<file path="src/rtl/ram_row_packer.sv">
// Packs a stream of spans little-endian into RAM rows and drives a registered
// byte-enable write port with an auto-incrementing row pointer.
module ram_row_packer #(
    parameter int ADDR_NBITS = 5,
    parameter int SPAN_NBITS = 8,
    parameter int NUM_SPANS  = 8
) (
    input  logic                            clk_in,
    input  logic                            rstn_in,
    input  logic [SPAN_NBITS-1:0]           inData_in,
    input  logic                            inValid_in,
    output logic                            inReady_out,
    input  logic                            flush_in,
    input  logic                            addrLoad_in,
    input  logic [ADDR_NBITS-1:0]           addrLoadVal_in,
    output logic [NUM_SPANS-1:0]            wrMask_out,
    output logic [ADDR_NBITS-1:0]           wrAddr_out,
    output logic [NUM_SPANS*SPAN_NBITS-1:0] wrData_out,
    output logic                            wrapped_out
);

    localparam int IDX_NBITS = (NUM_SPANS > 1) ? $clog2(NUM_SPANS) : 1;
    localparam int ROW_NBITS = NUM_SPANS * SPAN_NBITS;
    localparam logic [IDX_NBITS-1:0] LAST_IDX = IDX_NBITS'(NUM_SPANS - 1);

    logic                  ready_q, ready_d;
    logic [IDX_NBITS-1:0]  idx_q, idx_d;
    logic [NUM_SPANS-1:0]  accMask_q, accMask_d;
    logic [ROW_NBITS-1:0]  accData_q, accData_d;
    logic [ADDR_NBITS-1:0] ptr_q, ptr_d;
    logic                  wrapped_q, wrapped_d;
    logic [NUM_SPANS-1:0]  wrMask_q, wrMask_d;
    logic [ADDR_NBITS-1:0] wrAddr_q, wrAddr_d;
    logic [ROW_NBITS-1:0]  wrData_q, wrData_d;

    logic                  accept;
    logic                  complete;
    logic [NUM_SPANS-1:0]  rowMask;
    logic [ROW_NBITS-1:0]  rowData;

    assign inReady_out = ready_q && !addrLoad_in;
    assign accept      = inValid_in && inReady_out;
    assign complete    = accept && (idx_q == LAST_IDX);

    always_comb begin
        ready_d   = 1'b1;
        idx_d     = idx_q;
        accMask_d = accMask_q;
        accData_d = accData_q;
        ptr_d     = ptr_q;
        wrapped_d = wrapped_q;
        wrMask_d  = '0;
        wrAddr_d  = wrAddr_q;
        wrData_d  = wrData_q;

        // Row as it stands after this cycle's span; flush and completion both commit this view.
        rowMask = accMask_q;
        rowData = accData_q;
        if (accept) begin
            rowMask[idx_q]                            = 1'b1;
            rowData[idx_q*SPAN_NBITS +: SPAN_NBITS]   = inData_in;
        end

        if (addrLoad_in) begin
            idx_d     = '0;
            accMask_d = '0;
            accData_d = '0;
            ptr_d     = addrLoadVal_in;
            wrapped_d = 1'b0;
        end else if (complete || (flush_in && (|rowMask))) begin
            wrMask_d  = rowMask;
            wrAddr_d  = ptr_q;
            wrData_d  = rowData;
            ptr_d     = ptr_q + ADDR_NBITS'(1);
            if (&ptr_q) begin
                wrapped_d = 1'b1;
            end
            idx_d     = '0;
            accMask_d = '0;
            accData_d = '0;
        end else if (accept) begin
            idx_d     = idx_q + IDX_NBITS'(1);
            accMask_d = rowMask;
            accData_d = rowData;
        end
    end

    always_ff @(posedge clk_in or negedge rstn_in) begin
        if (!rstn_in) begin
            ready_q   <= 1'b0;
            idx_q     <= '0;
            accMask_q <= '0;
            accData_q <= '0;
            ptr_q     <= '0;
            wrapped_q <= 1'b0;
            wrMask_q  <= '0;
            wrAddr_q  <= '0;
            wrData_q  <= '0;
        end else begin
            ready_q   <= ready_d;
            idx_q     <= idx_d;
            accMask_q <= accMask_d;
            accData_q <= accData_d;
            ptr_q     <= ptr_d;
            wrapped_q <= wrapped_d;
            wrMask_q  <= wrMask_d;
            wrAddr_q  <= wrAddr_d;
            wrData_q  <= wrData_d;
        end
    end

    assign wrMask_out  = wrMask_q;
    assign wrAddr_out  = wrAddr_q;
    assign wrData_out  = wrData_q;
    assign wrapped_out = wrapped_q;

endmodule
</file>
<file path="config.mk">
export PLATFORM = sky130hd
export DESIGN_NAME = ram_row_packer
export DESIGN_NICKNAME = d
export VERILOG_FILES = /design/src/rtl/ram_row_packer.sv
export SDC_FILE = /design/constraint.sdc
export NUM_CORES = 1
export LEC_CHECK = 0
export BUFFER_PORTS_ARGS = -buffer_cell sky130_fd_sc_hd__buf_2
export CELL_PAD_IN_SITES_DETAIL_PLACEMENT = 1
export CELL_PAD_IN_SITES_GLOBAL_PLACEMENT = 1
export CORE_ASPECT_RATIO = 1.75
export CORE_UTILIZATION = 30
export DETAILED_ROUTE_END_ITERATION = 10
export PLACE_DENSITY = 0.62
export SYNTH_ARGS = -nofsm -noshare
export SYNTH_HDL_FRONTEND = slang
export SYNTH_SLANG_ARGS = --single-unit
</file>
<file path="constraint.sdc">
create_clock -name clk_in -period 4.2 [get_ports clk_in]
set_clock_uncertainty 0.2 [all_clocks]
set_input_delay 0.42 -clock clk_in [delete_from_list [all_inputs] [get_ports clk_in]]
set_output_delay 0.42 -clock clk_in [all_outputs]
set_load 0.1 [all_outputs]
</file>
==> impl_metrics.tcl, run 1 <==
set metrics [dict create \
    required_ns 4.32 \
    synth_top_cell_area_share_pct 57.0 \
    grtUsageTotal_pct 16.0 \
    ys_seq_elements 159 \
    grt_overflow_total 0 \
    synth_common_cells "dfrtp_1 (159), mux2_2 (93), nor2b_1 (46)" \
    core-area_um2 22700 \
    slew_violations 0 \
    drt-total-wl_um 17400 \
    final.period_utilization_pct 79.2 \
    portBuffers 96 \
    relSlewSlack_pct 38.3 \
    drt_iter0_markers 162 \
    synth_top_family_by_area "multiplexers" \
    synthArstFlopShare_pct 100 \
    end_kind "register" \
    arrival_ns 3.44 \
    wire_per_inst_um 18.3 \
    viasPerCell 4.66 \
    synth_compound_area_share_pct 2.53 \
    yosys_warnings 0 \
    rows 73 \
    layout-drive-gt1-share_pct 36.8 \
    clk_latency_ns 0.43 \
    cts_tree "done" \
    power_density_nw_per_um2 457 \
    fp.dieW_um 117 \
    cts_max_path_buffers 2 \
    cts.sink_count 159 \
    yosys.area_share.simple_pct 14.3 \
    yosys-top-cells-area "dfrtp_1 (57%), mux2_2 (15%), mux2i_1 (5.4%), nor2b_1 (4.1%), and2_1 (2.8%)" \
    rsz0062_at_grt "false" \
    drt-pass1-iter-count 4 \
    grt_pass1_wl_um 29100 \
    synth-xor-area-share_pct 0 \
    drv_cap 0 \
    leakage_nw 4.26 \
    area_growth_pct 20.0 \
    synth-main-ff-cell "dfrtp_1" \
    vias 4445 \
    worst_pin_slew_ns 0.923 \
    io_pins 97 \
    fmax_ghz 0.301 \
    peakVddDrop_mv 0.280 \
    antenna_left 0 \
    initial_core_util_pct 30.7 \
    fin_crit_ns 3.33 \
    clock-root-buffer "clkbuf_16" \
    path_class "register to register" \
    grt_max_degree 86 \
    setup_viol 0 \
    drc 0 \
    yosysSeqAreaShare_pct 57.0 \
    antenna_found_initial 0 \
    synth_edf_count 0 \
    synth_nets 568 \
    fillerInstances 2443 \
    yosys.area.top_type "dfrtp_1" \
    finish.net_count 668 \
    post_cts_buffers 0 \
    yosysMostFrequentCell "dfrtp_1" \
    worstSetupStartpointType "register" \
    postLayoutCoreUtil_pct 36.8 \
    hold_class "input port to register" \
    grt_pass1_vias 5102 \
    synthAdderAreaFrac_pct 1.79 \
    status "complete, no violations" \
    crit_fanout 15 \
    path_clk_slew_ns 0.07 \
    routabilityCongestion 0.759 \
    antennaDiodeCount 0 \
    avgSynthCellArea_um2 12.9 \
    htree_levels 4 \
    cts-buffers-inserted 17 \
    setup_tns_ns 0 \
    hold_violations 0 \
    synth_cell_types 43 \
    die_y_um 204 \
    design.die.area_um2 23900 \
    hpwlAfterDp_um 12300 \
    syn_inst 540 \
    muxShareOfSynthArea_pct 20.8 \
    synth.cell_area_um2 6980 \
]
## metrics by stage
stage / instances / hold slack, ns / setup WS (ns) / total power [W] / area [µm²]
2_1_floorplan: 540 / -0.0756 / 1.25 / 0.00216 / 6980
3_3_place_gp: 919 / 0.270 / 1.04 / 0.00230 / 7770
3_5_place_dp: 919 / 0.293 / 0.873 / 0.00232 / 7770
4_1_cts: 953 / 0.0219 / 0.856 / 0.00389 / 8380
5_1_grt: 953 / 0.0555 / 0.676 / 0.00398 / 8380
6_report: 953 / 0.0491 / 0.875 / 0.00383 / 8380
## final timing paths
path	from	to	slack [ns]	cells after the start
max	idx_q[0]$_DFFE_PN0P_	wrData_out[44]$_DFFE_PN0P_	0.87	6
min	addrLoadVal_in[3]	ptr_q[3]$_DFFE_PN0P_	0.05	3
max reg2reg	idx_q[0]$_DFFE_PN0P_	wrData_out[44]$_DFFE_PN0P_	0.87	6
min reg2reg	wrData_out[53]$_DFFE_PN0P_	wrData_out[53]$_DFFE_PN0P_	0.30	1
max in group asynchronous	rstn_in	wrData_out[37]$_DFFE_PN0P_	2.46	3
min in group asynchronous	rstn_in	wrData_out[3]$_DFFE_PN0P_	0.41	2
## state kept, by name, indices dropped and copies added (netlist names), 3 cells and up
signal and flops:
accData_q 64, accMask_q 8, wrAddr_out 5, idx_q 3, wrMask_out 8, ptr_q 5
wrData_out 64
## layer usage
| metal | track usage, % | vias to the layer above | part of all wire, % |
|---|---|---|---|
| met5 | 0 | - | 0 |
| met4 | 7.51 | 0 | 2.7 |
| met3 | 3.38 | 25 | 2.7 |
| met2 | 29.1 | 85 | 55 |
| met1 | 17.6 | 2287 | 39 |
| li1 | - | 2048 | - |
## layout by cell type, fill, tap and decap left out, types with 2 or more instances in the layout
cell type      instances
buf_4                  7
or4_1                  3
nor3_1                 9
and2_1                31
nor4_1                 7
clkinv_2               3
inv_1                 24
clkinv_4               2
nand2_1               10
buf_2                 95
and3b_1                2
nor3b_1                2
a31oi_1                8
dlygate4sd3_1          2
bufinv_16              2
ha_1                  10
nor2b_1               46
mux2_1                 2
clkinvlp_4             5
mux2_2                93
o21ai_0                3
nand3_1                3
a21oi_1                7
and3_1                 2
nor2_1                29
dfrtp_1              159
nor3_4                 2
mux2i_1               38
nand4_1                5
clkbuf_16             17
o31ai_1                3
clkbuf_8               2
nor4b_4                3
## cells by family (layout without fill, tap and decap cells)
| kind of cell | count (synthesis) | after routing |
|---|---|---|
| AOI/OAI and AO/OA | 27 | 27 |
| and+or+nand+nor | 160 | 160 |
| other | 1 | 1 |
| muxes | 133 | 133 |
| adders and majority gates | 10 | 10 |
| DFF | 159 | 159 |
| buffers and inverters | 50 | 163 |
## repair_timing
item,in CTS,in global routing
hold buffers,2,0
resized for setup,0,0
hold endpoints to repair,83,0
## layout make-up
class | count | area [µm²] | area share (%)
Inverter | 25 | 93.8 | 1.12
Timing Repair Buffer | 106 | 579 | 6.91
Sequential cell | 159 | 3980 | 47.5
Clock buffer | 19 | 453 | 5.41
Tap cell | 300 | 375 | 4.48
Multi-Input combinational cell | 331 | 2760 | 32.9
Clock inverter | 13 | 139 | 1.66
## critical path: stages (launching register included)
cell     delay, ns
dfrtp_1       0.63
inv_1         0.21
ha_1          0.28
ha_1          0.46
nor4b_4       0.73
mux2_2        0.42
mux2_2        0.26
## power breakdown
group / internal, W / switching (W)
logic: 0.000105 / 0.000544
clock network: 0.000906 / 0.000643
registers: 0.00159 / 0.0000378
No activity file was read; power rests on OpenSTA's default activity.
==> inputs of run 2 (changes only) <==
--- a/config.mk
+++ b/config.mk
@@ -11,7 +11,7 @@
 export CORE_ASPECT_RATIO = 1.75
 export CORE_UTILIZATION = 30
 export DETAILED_ROUTE_END_ITERATION = 10
-export PLACE_DENSITY = 0.62
+export PLACE_DENSITY = 0.64
 export SYNTH_ARGS = -nofsm -noshare
 export SYNTH_HDL_FRONTEND = slang
 export SYNTH_SLANG_ARGS = --single-unit
==> constraint.sdc (replaced) <==
create_clock -name clk_in -period 3 [get_ports clk_in]
set_clock_uncertainty 0.2 [all_clocks]
set_input_delay 0.3 -clock clk_in [delete_from_list [all_inputs] [get_ports clk_in]]
set_output_delay 0.3 -clock clk_in [all_outputs]
set_load 0.1 [all_outputs]
==> run 2 against run 1 <==
Compared with the run above:
- first-iteration DRC count grew 35%
- fmax grew 21%
- routed wire length grew 0.25%
- critical path depth grew 2
- cell count grew 1.9%
- total power grew 41%
- via count grew 1.5%
- clock-buffer cell count is the same
- design area grew 2.0%
- flip-flop and latch count is the same
- combinational power grew 42%
- largest power group unchanged
==> impl_metrics.tcl, run 2 (synthesized netlist as in run 1, its figures left out) <==
set metrics [dict create \
    drc 0 \
    worstSetupStartpointType "register" \
    finish.net_count 686 \
    routabilityCongestion 0.759 \
    design.die.area_um2 23900 \
    viasPerCell 4.65 \
    layout_common_cells "dfrtp_1 (159), buf_2 (95), mux2_2 (93), nor2b_1 (46), mux2i_1 (38)" \
    leakage_nw 4.37 \
    setup_tns_ns 0 \
    seq_area_um2 3980 \
    relSlewSlack_pct 38.0 \
    io_pins 97 \
    area_growth_pct 22.4 \
    status "complete, no violations" \
    cp-endpoint "wrData_out[22]$_DFFE_PN0P_" \
    grt_pass1_vias 5154 \
    cts_resized 0 \
    cp-startpoint "idx_q[1]$_DFFE_PN0P_" \
    postLayoutCoreUtil_pct 37.6 \
    fp.dieW_um 117 \
    r2r_slack_ns 0.25 \
    drv_cap 0 \
    path_clk_slew_ns 0.07 \
    crit_fanout 28 \
    slew_violations 0 \
    fillerInstances 2453 \
    p_clk_share_pct 40.8 \
    r2r_start "idx_q[1]$_DFFE_PN0P_" \
    grt_pass1_wl_um 29100 \
    antennaDiodeCount 0 \
    p_int_w 0.00367 \
    postCtsHoldBufs 7 \
    fin_crit_ns 2.75 \
    power_density_nw_per_um2 633 \
    antenna_left 0 \
    final.period_utilization_pct 91.7 \
    core-area_um2 22700 \
    htree_levels 4 \
    swShare_pct 32.1 \
    die_y_um 204 \
    vias 4513 \
    p_seq_share_pct 42.1 \
    grt_overflow_total 0 \
    cts_max_path_buffers 2 \
    rsz0062_at_grt "false" \
    final_common_cell "dfrtp_1" \
    grtUsageTotal_pct 15.9 \
    hpwlAfterDp_um 12500 \
    hold_violations 0 \
    required_ns 3.11 \
    rows 73 \
    initial_core_util_pct 30.7 \
    drt_iter0_markers 218 \
    peakVddDrop_mv 0.389 \
    ff2ff_path_depth 8 \
    setup_viol 0 \
    comb_power_share_pct 17.1 \
    clock-root-buffer "clkbuf_16" \
    cts_tree "done" \
    layout-drive-gt1-share_pct 37.7 \
    grt_max_degree 74 \
    arrival_ns 2.86 \
    multiInputGateArea_um2 2760 \
    path_class "register to register" \
    rr_endpoint "wrData_out[22]$_DFFE_PN0P_" \
    portBuffers 96 \
    cts-buffers-inserted 17 \
    hold_class "input port to register" \
    clk_latency_ns 0.43 \
    cts.sink_count 159 \
    post_cts_buffers 0 \
    wire_per_inst_um 18.0 \
    drt-total-wl_um 17500 \
    fmax_ghz 0.364 \
    end_kind "register" \
    worst_pin_slew_ns 0.927 \
    drt-pass1-iter-count 4 \
    antenna_found_initial 0 \
    switchingPower_w 0.00174 \
]
## run 2: changes by cell type in the layout (fill, tap and decap cells not counted)
cell,delta
buf_12,+1
inv_6,+6
dlygate4sd3_1,+5
buf_4,+12
clkinv_2,-1
clkinvlp_4,-5
## run 2: stage by stage
| step | power (W) | std cells | setup slack, ns | cell area, µm² | hold slack (ns) |
|---|---|---|---|---|---|
| 5_1_grt | 0.00562 | 971 | 0.0149 | 8550 | 0.0329 |
| 3_5_place_dp | 0.00325 | 932 | 0.250 | 7880 | 0.178 |
| 6_report | 0.00541 | 971 | 0.249 | 8550 | 0.0454 |
| 2_1_floorplan | 0.00302 | 540 | 0.0517 | 6980 | -0.196 |
| 4_1_cts | 0.00549 | 971 | 0.217 | 8550 | 0.0203 |
| 3_3_place_gp | 0.00324 | 932 | 0.337 | 7880 | 0.167 |
## run 2: worst min path at each step
stage / startpoint / endpoint / slack [ns] / depth (start not counted)
3_3_place_gp: rstn_in / wrData_out[4]$_DFFE_PN0P_ / 0.17 / 1
3_5_place_dp: rstn_in / wrData_out[4]$_DFFE_PN0P_ / 0.18 / 1
5_1_grt: flush_in / wrMask_out[0]$_DFF_PN0_ / 0.03 / 3
2_1_floorplan: rstn_in / accData_q[0]$_DFFE_PN0P_ / -0.20 / 0
6_report: flush_in / wrMask_out[0]$_DFF_PN0_ / 0.05 / 3
4_1_cts: flush_in / wrMask_out[0]$_DFF_PN0_ / 0.02 / 3
## run 2: critical path, cell delays in order (launching register included)
cell and delay, ns:
dfrtp_1 0.46, ha_1 0.19, ha_1 0.17, and4b_1 0.32
nor2_1 0.12, buf_4 0.20, nor3_4 0.17, buf_4 0.40
mux2_2 0.39
## run 2: power groups by stage
stage / sequential (W) / combinational (W) / clock, W
global placement: 0.00232 / 0.000916 / 0
finish: 0.00228 / 0.000923 / 0.00221
CTS: 0.00228 / 0.000939 / 0.00227
detailed placement: 0.00232 / 0.000930 / 0
global route: 0.00229 / 0.000970 / 0.00236
floorplan: 0.00283 / 0.000185 / 0
## run 2: area by class of cell
cell class | count | share of cell area [%]
sequential | 159 | 46.5
multi-input combinational | 331 | 32.3
timing repair buffer | 124 | 8.65
clock buffer | 19 | 5.30
tap | 300 | 4.39
clock inverter | 13 | 1.74
inverter | 25 | 1.10
## run 2: metal layers
layer | track usage [%] | part of all wire (%) | vias up
met4 | 6.73 | 2.5 | 0
met2 | 29.7 | 56 | 86
met1 | 17.2 | 39 | 2321
met3 | 3.21 | 3.0 | 26
li1 | - | - | 2080
met5 | 0 | 0 | -
==> inputs of run 3 (changes only) <==
--- a/config.mk
+++ b/config.mk
@@ -6,12 +6,13 @@
 export NUM_CORES = 1
 export LEC_CHECK = 0
 export BUFFER_PORTS_ARGS = -buffer_cell sky130_fd_sc_hd__buf_2
+export CAP_MARGIN = 20
 export CELL_PAD_IN_SITES_DETAIL_PLACEMENT = 1
 export CELL_PAD_IN_SITES_GLOBAL_PLACEMENT = 1
-export CORE_ASPECT_RATIO = 1.75
+export CORE_ASPECT_RATIO = 1.1
 export CORE_UTILIZATION = 30
 export DETAILED_ROUTE_END_ITERATION = 10
-export PLACE_DENSITY = 0.64
+export PLACE_DENSITY = 0.62
 export SYNTH_ARGS = -nofsm -noshare
 export SYNTH_HDL_FRONTEND = slang
 export SYNTH_SLANG_ARGS = --single-unit
==> constraint.sdc (replaced) <==
create_clock -name clk_in -period 3.1 [get_ports clk_in]
set_clock_uncertainty 0.2 [all_clocks]
set_input_delay 0.31 -clock clk_in [delete_from_list [all_inputs] [get_ports clk_in]]
set_output_delay 0.31 -clock clk_in [all_outputs]
set_load 0.1 [all_outputs]
==> run 3 against run 2 <==
Compared with the run above:
- via count is 0.24% higher
- sequential power is 4% lower
- non-clock buffer count is 5 lower
- fmax is 4.4% lower
- clock power is 3% lower
- flip-flop and latch count stayed put
- global-route usage is 0.33 points lower
- clock-buffer cell count stayed put
- sequential share of layout area is 0.14 points higher
- routed wire length is 1.2% lower
- cell count is 0.62% lower
- combinational power is 3.3% lower
- largest power group unchanged
- highest routed layer unchanged
==> impl_metrics.tcl, run 3 (synthesized netlist as in run 1, its figures left out) <==
set metrics [dict create \
    status "complete, no violations" \
    grt_max_degree 85 \
    comb_power_share_pct 17.0 \
    cts.sink_count 159 \
    drt-pass1-iter-count 4 \
    hpwlAfterDp_um 11900 \
    drt_iter0_markers 196 \
    arrival_ns 2.98 \
    required_ns 3.21 \
    antenna_found_initial 0 \
    hold_class "input port to register" \
    end_kind "register" \
    cts-buffers-inserted 17 \
    grt_pass1_vias 5021 \
    wire_per_inst_um 17.9 \
    die_y_um 162 \
    swShare_pct 31.3 \
    htree_levels 4 \
    use_met1_pct 20.9 \
    portBuffers 96 \
    cts_tree "done" \
    fillerInstances 2469 \
    worst_pin_slew_ns 0.848 \
    busiest_layer "met2" \
    met2_usage_pct 25.3 \
    rows 58 \
    crit_fanout 10 \
    p_seq_share_pct 42.0 \
    slew_violations 0 \
    initial_core_util_pct 30.5 \
    antenna_left 0 \
    worstSetupStartpointType "register" \
    power_density_nw_per_um2 615 \
    layout_common_cells "dfrtp_1 (159), buf_2 (95), mux2_2 (93), nor2b_1 (46), mux2i_1 (38)" \
    setup_tns_ns 0 \
    cts_resized 0 \
    fin_crit_ns 2.88 \
    grtUsageTotal_pct 15.6 \
    relSlewSlack_pct 43.3 \
    postCtsHoldBufs 6 \
    multiInputGateArea_um2 2760 \
    postLayoutCoreUtil_pct 37.3 \
    vias 4524 \
    hold_violations 0 \
    post_cts_buffers 0 \
    drc 0 \
    leakage_nw 4.34 \
    p_clk_share_pct 40.9 \
    drv_cap 0 \
    fmax_ghz 0.348 \
    p_int_w 0.00360 \
    grt_pass1_wl_um 28600 \
    final_common_cell "dfrtp_1" \
    place_ws_ns 0.223 \
    seq_area_um2 3980 \
    design.die.area_um2 23900 \
    routabilityCongestion 0.796 \
    path_class "register to register" \
    ff2ff_path_depth 5 \
    layout-drive-gt1-share_pct 37.1 \
    fin_ws_ns 0.224 \
    rsz0062_at_grt "false" \
    io_pins 97 \
    fp.dieW_um 147 \
    cts_max_path_buffers 2 \
    path_clk_slew_ns 0.07 \
    final.period_utilization_pct 92.8 \
    area_growth_pct 22.0 \
    grtUsageMet3_pct 3.37 \
    core-area_um2 22900 \
    viasPerCell 4.69 \
    clock-root-buffer "clkbuf_16" \
    antennaDiodeCount 0 \
    clk_latency_ns 0.42 \
    setup_viol 0 \
    grt_overflow_total 0 \
    switchingPower_w 0.00164 \
    drt-total-wl_um 17300 \
    hold_depth 3 \
    peakVddDrop_mv 0.290 \
    finish.net_count 681 \
]
run 3: worst max-delay path, stage by stage, from the launching register on:
cell,delay [ns]
dfrtp_1,0.55
inv_1,0.12
ha_1,0.48
nor4b_4,0.69
mux2_2,0.42
mux2_1,0.30
run 3: power by group through the flow:
stage	sequential [W]	combinational (W)	clock [W]
after floorplan	0.00274	0.000179	0
after global placement	0.00224	0.000888	0
after detailed placement	0.00224	0.000898	0
after CTS	0.00221	0.000905	0.00220
after global routing	0.00221	0.000941	0.00228
final	0.00220	0.000893	0.00214
run 3: stage by stage:
stage | hold slack (ns) | instance area, µm² | cells | total power [W]
6_report | 0.0576 | 8520 | 965 | 0.00524
4_1_cts | 0.0335 | 8520 | 965 | 0.00531
2_1_floorplan | -0.186 | 6980 | 540 | 0.00292
3_3_place_gp | 0.219 | 7860 | 928 | 0.00313
3_5_place_dp | 0.224 | 7860 | 928 | 0.00314
5_1_grt | 0.0617 | 8520 | 965 | 0.00544
run 3: per-layer routing:
layer / part of all wire [%] / vias up
li1: - / 2075
met1: 48 / 2338
met2: 49 / 95
met3: 2.7 / 16
met4: 1.0 / 0
met5: 0 / -
run 3: worst paths after layout:
path                                            startpoint                          to  slack (ns)
max in group asynchronous                          rstn_in   accData_q[56]$_DFFE_PN0P_        1.46
worst max register to register        idx_q[2]$_DFFE_PN0P_  wrData_out[55]$_DFFE_PN0P_        0.22
worst max-delay path                  idx_q[2]$_DFFE_PN0P_  wrData_out[55]$_DFFE_PN0P_        0.22
min in group asynchronous                          rstn_in   wrAddr_out[2]$_DFFE_PN0P_        0.28
worst min-delay path                              flush_in     wrMask_out[0]$_DFF_PN0_        0.06
worst min register to register  wrData_out[59]$_DFFE_PN0P_  wrData_out[59]$_DFFE_PN0P_        0.30
run 3: area by class of cell:
type	instances	share of cell area, %
clock buffers	19	5.20
well taps	300	4.40
clock inverters	12	1.88
flip-flops and latches	159	46.7
multi-input cells	331	32.4
inverters	25	1.10
repair buffers	119	8.35
